### config.mk
export PLATFORM = sky130hd
export DESIGN_NAME = fxp_mac_pe
export DESIGN_NICKNAME = d
export VERILOG_FILES = /design/src/rtl/fxp_mac_pe.sv
export SDC_FILE = /design/constraint.sdc
export NUM_CORES = 1
export LEC_CHECK = 0
export CORE_MARGIN = 1
export CORE_UTILIZATION = 60
export DETAILED_ROUTE_END_ITERATION = 8
export GPL_TIMING_DRIVEN = 0
export PLACE_DENSITY = 0.82
export SLEW_MARGIN = 25
export SYNTH_ARGS = -nofsm -noshare
export SYNTH_HDL_FRONTEND = slang
export SYNTH_SLANG_ARGS = --single-unit
### constraint.sdc
create_clock -name clk -period 14.05 [get_ports clk]
set_clock_uncertainty 0.2 [all_clocks]
set_input_delay 2.81 -clock clk [delete_from_list [all_inputs] [get_ports clk]]
set_output_delay 2.81 -clock clk [all_outputs]
set_load 0.005 [all_outputs]
### src/rtl/fxp_mac_pe.sv
// Fixed-point multiply-accumulate processing element with a shifting row buffer.
// Issue -> rounded product (edge N+1) -> accumulate (edge N+2), optional saturation.
module fxp_mac_pe #(
    parameter int unsigned W     = 8,
    parameter int unsigned FRAC  = 3,
    parameter int unsigned DEPTH = 3,
    parameter int unsigned SAT   = 1
) (
    input  logic         clk,
    input  logic         rstn,
    input  logic         en_in,
    input  logic         in_row,
    input  logic [W-1:0] in_data,
    input  logic         acc_clr,
    input  logic         en_out,
    output logic [W-1:0] out_data,
    output logic         out_vld,
    output logic         acc_upd,
    output logic         ovf
);

    localparam int unsigned PW = 2 * W + 1;
    localparam int unsigned HW = PW - W + 1;
    localparam logic [PW-1:0] RND_HALF = PW'(1) << (FRAC - 1);
    localparam logic [W-1:0]  VAL_MAX  = {1'b0, {(W-1){1'b1}}};
    localparam logic [W-1:0]  VAL_MIN  = {1'b1, {(W-1){1'b0}}};

    logic [W-1:0] row_buf_q [DEPTH];
    logic [W-1:0] row_buf_d [DEPTH];
    logic [W-1:0] a_q, a_d;
    logic [W-1:0] b_q, b_d;
    logic         iss_q, iss_d;
    logic [W-1:0] p_q, p_d;
    logic         p_vld_q, p_vld_d;
    logic [W-1:0] acc_q, acc_d;
    logic         acc_upd_q, acc_upd_d;
    logic         ovf_q, ovf_d;

    logic signed [PW-1:0] prod_full;
    logic signed [PW-1:0] prod_rnd;
    logic signed [PW-1:0] prod_shr;
    logic [HW-2:0]        prod_hi;
    logic                 prod_ovf;
    logic [W-1:0]         prod_fit;
    logic [W:0]           acc_sum;
    logic                 acc_ovf;
    logic [W-1:0]         acc_fit;

    // Row buffer shift, operand capture and issue tracking
    always_comb begin
        row_buf_d = row_buf_q;
        a_d       = a_q;
        b_d       = b_q;
        iss_d     = 1'b0;
        if (en_in && in_row) begin
            row_buf_d[0] = in_data;
            for (int unsigned k = 1; k < DEPTH; k++) begin
                row_buf_d[k] = row_buf_q[k-1];
            end
        end
        if (en_in && !in_row) begin
            a_d   = row_buf_q[DEPTH-1];
            b_d   = in_data;
            iss_d = 1'b1;
        end
    end

    // Full-precision product, round half up, then shift back to the operand scale
    always_comb begin
        prod_full = $signed({{(W+1){a_q[W-1]}}, a_q}) * $signed({{(W+1){b_q[W-1]}}, b_q});
        prod_rnd  = prod_full + $signed(RND_HALF);
        prod_shr  = prod_rnd >>> FRAC;
        prod_hi   = prod_shr[PW-1:W-1];
        prod_ovf  = !((&prod_hi) || !(|prod_hi));
        prod_fit  = prod_shr[W-1:0];
        if (prod_ovf && (SAT != 0)) begin
            prod_fit = prod_shr[PW-1] ? VAL_MIN : VAL_MAX;
        end
    end

    // Accumulator adder with one guard bit for overflow detection
    always_comb begin
        acc_sum = {acc_q[W-1], acc_q} + {p_q[W-1], p_q};
        acc_ovf = acc_sum[W] ^ acc_sum[W-1];
        acc_fit = acc_sum[W-1:0];
        if (acc_ovf && (SAT != 0)) begin
            acc_fit = acc_sum[W] ? VAL_MIN : VAL_MAX;
        end
    end

    // Pipeline stages; clear-then-add when acc_clr meets an accumulate edge
    always_comb begin
        p_d       = p_q;
        p_vld_d   = iss_q;
        acc_d     = acc_q;
        acc_upd_d = p_vld_q;
        ovf_d     = acc_clr ? 1'b0 : ovf_q;
        if (iss_q) begin
            p_d = prod_fit;
            if (prod_ovf) begin
                ovf_d = 1'b1;
            end
        end
        if (p_vld_q) begin
            if (acc_clr) begin
                acc_d = p_q;
            end else begin
                acc_d = acc_fit;
                if (acc_ovf) begin
                    ovf_d = 1'b1;
                end
            end
        end else if (acc_clr) begin
            acc_d = '0;
        end
    end

    always_ff @(posedge clk or negedge rstn) begin
        if (!rstn) begin
            for (int unsigned k = 0; k < DEPTH; k++) begin
                row_buf_q[k] <= '0;
            end
            a_q       <= '0;
            b_q       <= '0;
            iss_q     <= 1'b0;
            p_q       <= '0;
            p_vld_q   <= 1'b0;
            acc_q     <= '0;
            acc_upd_q <= 1'b0;
            ovf_q     <= 1'b0;
        end else begin
            for (int unsigned k = 0; k < DEPTH; k++) begin
                row_buf_q[k] <= row_buf_d[k];
            end
            a_q       <= a_d;
            b_q       <= b_d;
            iss_q     <= iss_d;
            p_q       <= p_d;
            p_vld_q   <= p_vld_d;
            acc_q     <= acc_d;
            acc_upd_q <= acc_upd_d;
            ovf_q     <= ovf_d;
        end
    end

    assign out_data = en_out ? acc_q : '0;
    assign out_vld  = en_out;
    assign acc_upd  = acc_upd_q;
    assign ovf      = ovf_q;

endmodule

* Word-level counts from Yosys, hierarchy flattened
Index checks and enable logic that the tools add are counted.
** Cells by class
- Add/sub/neg operators :: 2
- Reductions and logical operators :: 8
- Multipliers :: 1
- Mux-type cells :: 15
- Bitwise logic cells :: 1
** Operator list (count)
- 8-bit 2-to-1 mux :: 8
- 16-bit by 4-bit adder with 17-bit output, second input constant :: 1
- 8-bit by 8-bit multiplier with 16-bit output :: 1
- 8-bit by 8-bit adder with 9-bit output :: 1
- 1-bit 2-to-1 mux :: 7
- 7-bit AND reduction :: 1
- 7-bit OR reduction :: 1
- 1-bit logical AND :: 2
- 1-bit logical NOT :: 2
- 2-bit nonzero test :: 1
- 1-bit logical OR :: 1
- 1-bit bitwise XOR :: 1
** Word-level totals
- Logic and storage cells :: 38
- Register bits after elaboration :: 60
- Output and inout bits :: 11
- Input port bits :: 14

* Logic depth before layout (Yosys ltp)
- Depth in word-level cells :: 10
- Gate-level depth with buffers :: 19

* Least setup slack after synthesis
No wires, ideal clock.
- Kind :: input port to output port
- Start :: input port en_out
- End :: output port out_data[0]
- Path slack :: 8.105 ns
- Path buffers :: 0
- Arrival time :: 2.935 ns
- Cell stages on the path :: 1
- Data required time :: 11.040 ns
- Cells stage by stage :: and2_1
** Between the ends
- Cells in the longest elaborated chain, start to end :: 1
** Ends and longest elaborated chain
- start, declared :: RTL line 15 : input logic en_out,
- 8-bit 2-to-1 mux :: RTL line 146 : assign out_data = en_out ? acc_q : '0;
- end, declared :: RTL line 16 : output logic [W-1:0] out_data,
No other way between the ends.

* Worst setup path after layout
- Start :: input port en_out
- End :: output port out_data[5]
The elaborated chain is that of the path after synthesis.

==> metrics.txt <==
Crit-path slowest cell clkdlybuf4s50_1; Detailed Route Iter0 Violations 134; crit path max fanout 9; Starting Density 61.59%; average size of a mapped cell 9.976 um^2; prevailing post-synth register cell dfrtp_1; initial antenna violation count 0; die footprint 0.009786 mm^2; Final Hold Viols 0; num ports 25; post-CTS setup buffers 0; area of the mapped netlist 0.005637 mm^2; Critical Path Stages 3; CP Class in -> out; drt pass-1 iters 4; # diodes 0; Max Cap Viol 0; CTS Sinks 60; fill count 699; crit share post-route 50.89%; first-pass GRT wire length 19920 um; CTS Root Cell clkbuf_8; Final ANT Viol Nets 0; Synth Instances 565; num rows 35; FF+latch count, synth 60; GRT Util Overall 25.99%; synth-to-layout area growth 10.30%; crit path cell chain clkdlybuf4s50_1 -> and2_1 -> clkdlybuf4s50_1; CTS tree built; Critical path buffers and inverters 2; outcome complete, no violations; final setup TNS 0 ns; EDFF count, synth 0; Hold Buf Count CTS 0; DR WL/cell 15.82 um; max incr delay on CP 0.63 ns; Arrival @ worst endpoint 4.14 ns; final net count 710; Crit path max-delay family buffers and inverters; count leader, synth inv_1; min-delay worst type reg -> reg; clock tree buffer depth 2; CP required 11.04 ns; post-synth top area share 26.64%; largest net degree at the start of global routing 54; # resized after CTS 0; sequential area share after synthesis 26.64%; count of pins over their slew limit 0; placer congestion estimate 0.9325; core area 0.009153 mm^2; hold path cells 0; synthesis warning total 0; Peak Freq 139.9 MHz; H-Tree Depth 3; Reg2Reg Depth 17; Crit path top cell by count clkdlybuf4s50_1; chip height 98.93 um; via count 4096; cell taking the most area after synthesis dfrtp_1; routed wire length 11350 um; Final setup viols 0; most frequent cells after synthesis 102 x inv_1, 60 x dfrtp_1, 60 x fa_1; Netlist cell types 47; CP endpoint kind output port; Synth Net Count 674; Die Width 98.93 um; synth top area cells dfrtp_1 27%, fa_1 21%, mux2_2 8.4%, ha_1 7.8%, inv_1 6.8%; ys async rst share 100.0%; relative slew slack 48.77%; Port Buffers 24; worst-skew pair later-pin latency 0.35 ns; gr ovfl total 0; Worst-path clk slew 0.07 ns; vias in the first global route 4366; post-DP HPWL 9120 um; Worst Setup Start Kind primary input; RSZ-0062 raised after global routing false; drt drc 0; post-layout min period 7.151 ns; vias per cell 5.713; share of cells above drive strength 1 12.21%; slew of the pin with the lowest slew margin 0.7629 ns; CTS Buf Count 9
## path summary, 6_finish.rpt
path                       startpoint       endpoint  slack (ns)
hold reg to reg             acc_upd_d        acc_upd        0.27
hold / removal              acc_upd_d        acc_upd        0.27
setup / recovery               en_out    out_data[5]        6.90
max in group asynchronous        rstn  row_buf_q[15]       11.09
min in group asynchronous        rstn       acc_q[7]        2.08
setup reg to reg               b_q[3]         p_q[1]        8.16
## metal layers
layer	wire length (um)	track usage, %	vias to the layer above
met5	0	0	-
met4	344	10.33	0
met3	477	4.823	33
met2	5848	46.21	118
met1	4676	31.20	2014
li1	-	-	1931
## sequential cells by signal (all words and copies together) (netlist names)
signal	flops
row_buf_q	24
acc_q	8
iss_q	1
a_q	8
b_q	8
acc_upd_d	1
acc_upd	1
ovf	1
p_q	8
## through the flow
step	cells	hold WS (ns)	setup slack (ns)	util, %	cell area, um^2
after detailed placement	701	0.2607	6.892	66.00	6041
after CTS	717	0.2758	6.888	67.93	6217
after global routing	717	0.2960	6.839	67.93	6217
final	717	0.2734	6.900	67.93	6217
after floorplan	565	0.2052	8.105	-	5637
after global placement	700	0.2471	6.937	65.73	6016
## kinds of logic after synthesis
kind of cell / after synthesis / synth area share [%]
compound gates: 82 / 10.77
xor+xnor: 21 / 3.396
fa+ha+maj: 95 / 29.08
buf+inv: 118 / 7.991
flops: 60 / 26.64
mux: 45 / 8.923
simple gates: 144 / 13.21
## layout make-up
| type | instances | area (um^2) | area share [%] |
|---|---|---|---|
| Multi-Input combinational cell | 387 | 3685 | 59.27 |
| Sequential cell | 60 | 1501 | 24.15 |
| Inverter | 102 | 382.9 | 6.158 |
| Timing Repair Buffer | 25 | 265.3 | 4.266 |
| Tap cell | 111 | 138.9 | 2.234 |
| Clock buffer | 9 | 123.9 | 1.992 |
| Buffer | 16 | 67.56 | 1.087 |
| Clock inverter | 7 | 52.55 | 0.8452 |
## layout by cell type, fill, tap and decap left out, drive strengths merged, types with 2 or more instances in the layout
cell | synthesis | final
inv | 102 | 103
fa | 60 | 60
dfrtp | 60 | 60
and2 | 49 | 49
mux2 | 42 | 42
ha | 35 | 35
nand2 | 27 | 27
nor2 | 26 | 26
clkdlybuf4s50 | 0 | 23
clkbuf | 9 | 18
o21ai | 17 | 17
nor3 | 15 | 15
a21oi | 14 | 14
xnor2 | 12 | 12
nand3 | 9 | 9
xor2 | 9 | 9
buf | 7 | 9
a211oi | 8 | 8
o211ai | 8 | 8
nor2b | 7 | 7
o32ai | 7 | 7
o31ai | 6 | 6
a21o | 5 | 5
clkinv | 0 | 5
nand2b | 4 | 4
a31oi | 4 | 4
mux2i | 3 | 3
a22oi | 3 | 3
nand4 | 2 | 2
o41ai | 2 | 2
and4 | 2 | 2
a311oi | 2 | 2
## worst reg2reg max path: stages, from the launching register on
cell      delay, ns
dfrtp_1        0.50
and2_1         0.27
fa_1           0.67
inv_1          0.16
fa_1           0.56
inv_1          0.06
fa_1           0.53
inv_1          0.06
fa_1           0.53
inv_1          0.04
ha_1           0.26
buf_2          0.18
o211ai_1       0.16
a31oi_2        0.32
o41ai_2        0.17
xnor2_1        0.63
o21ai_0        0.21
o32ai_1        0.28
Power is not shown: default switching activity piles up to over one toggle a cycle in this logic, so the estimate is an artifact.
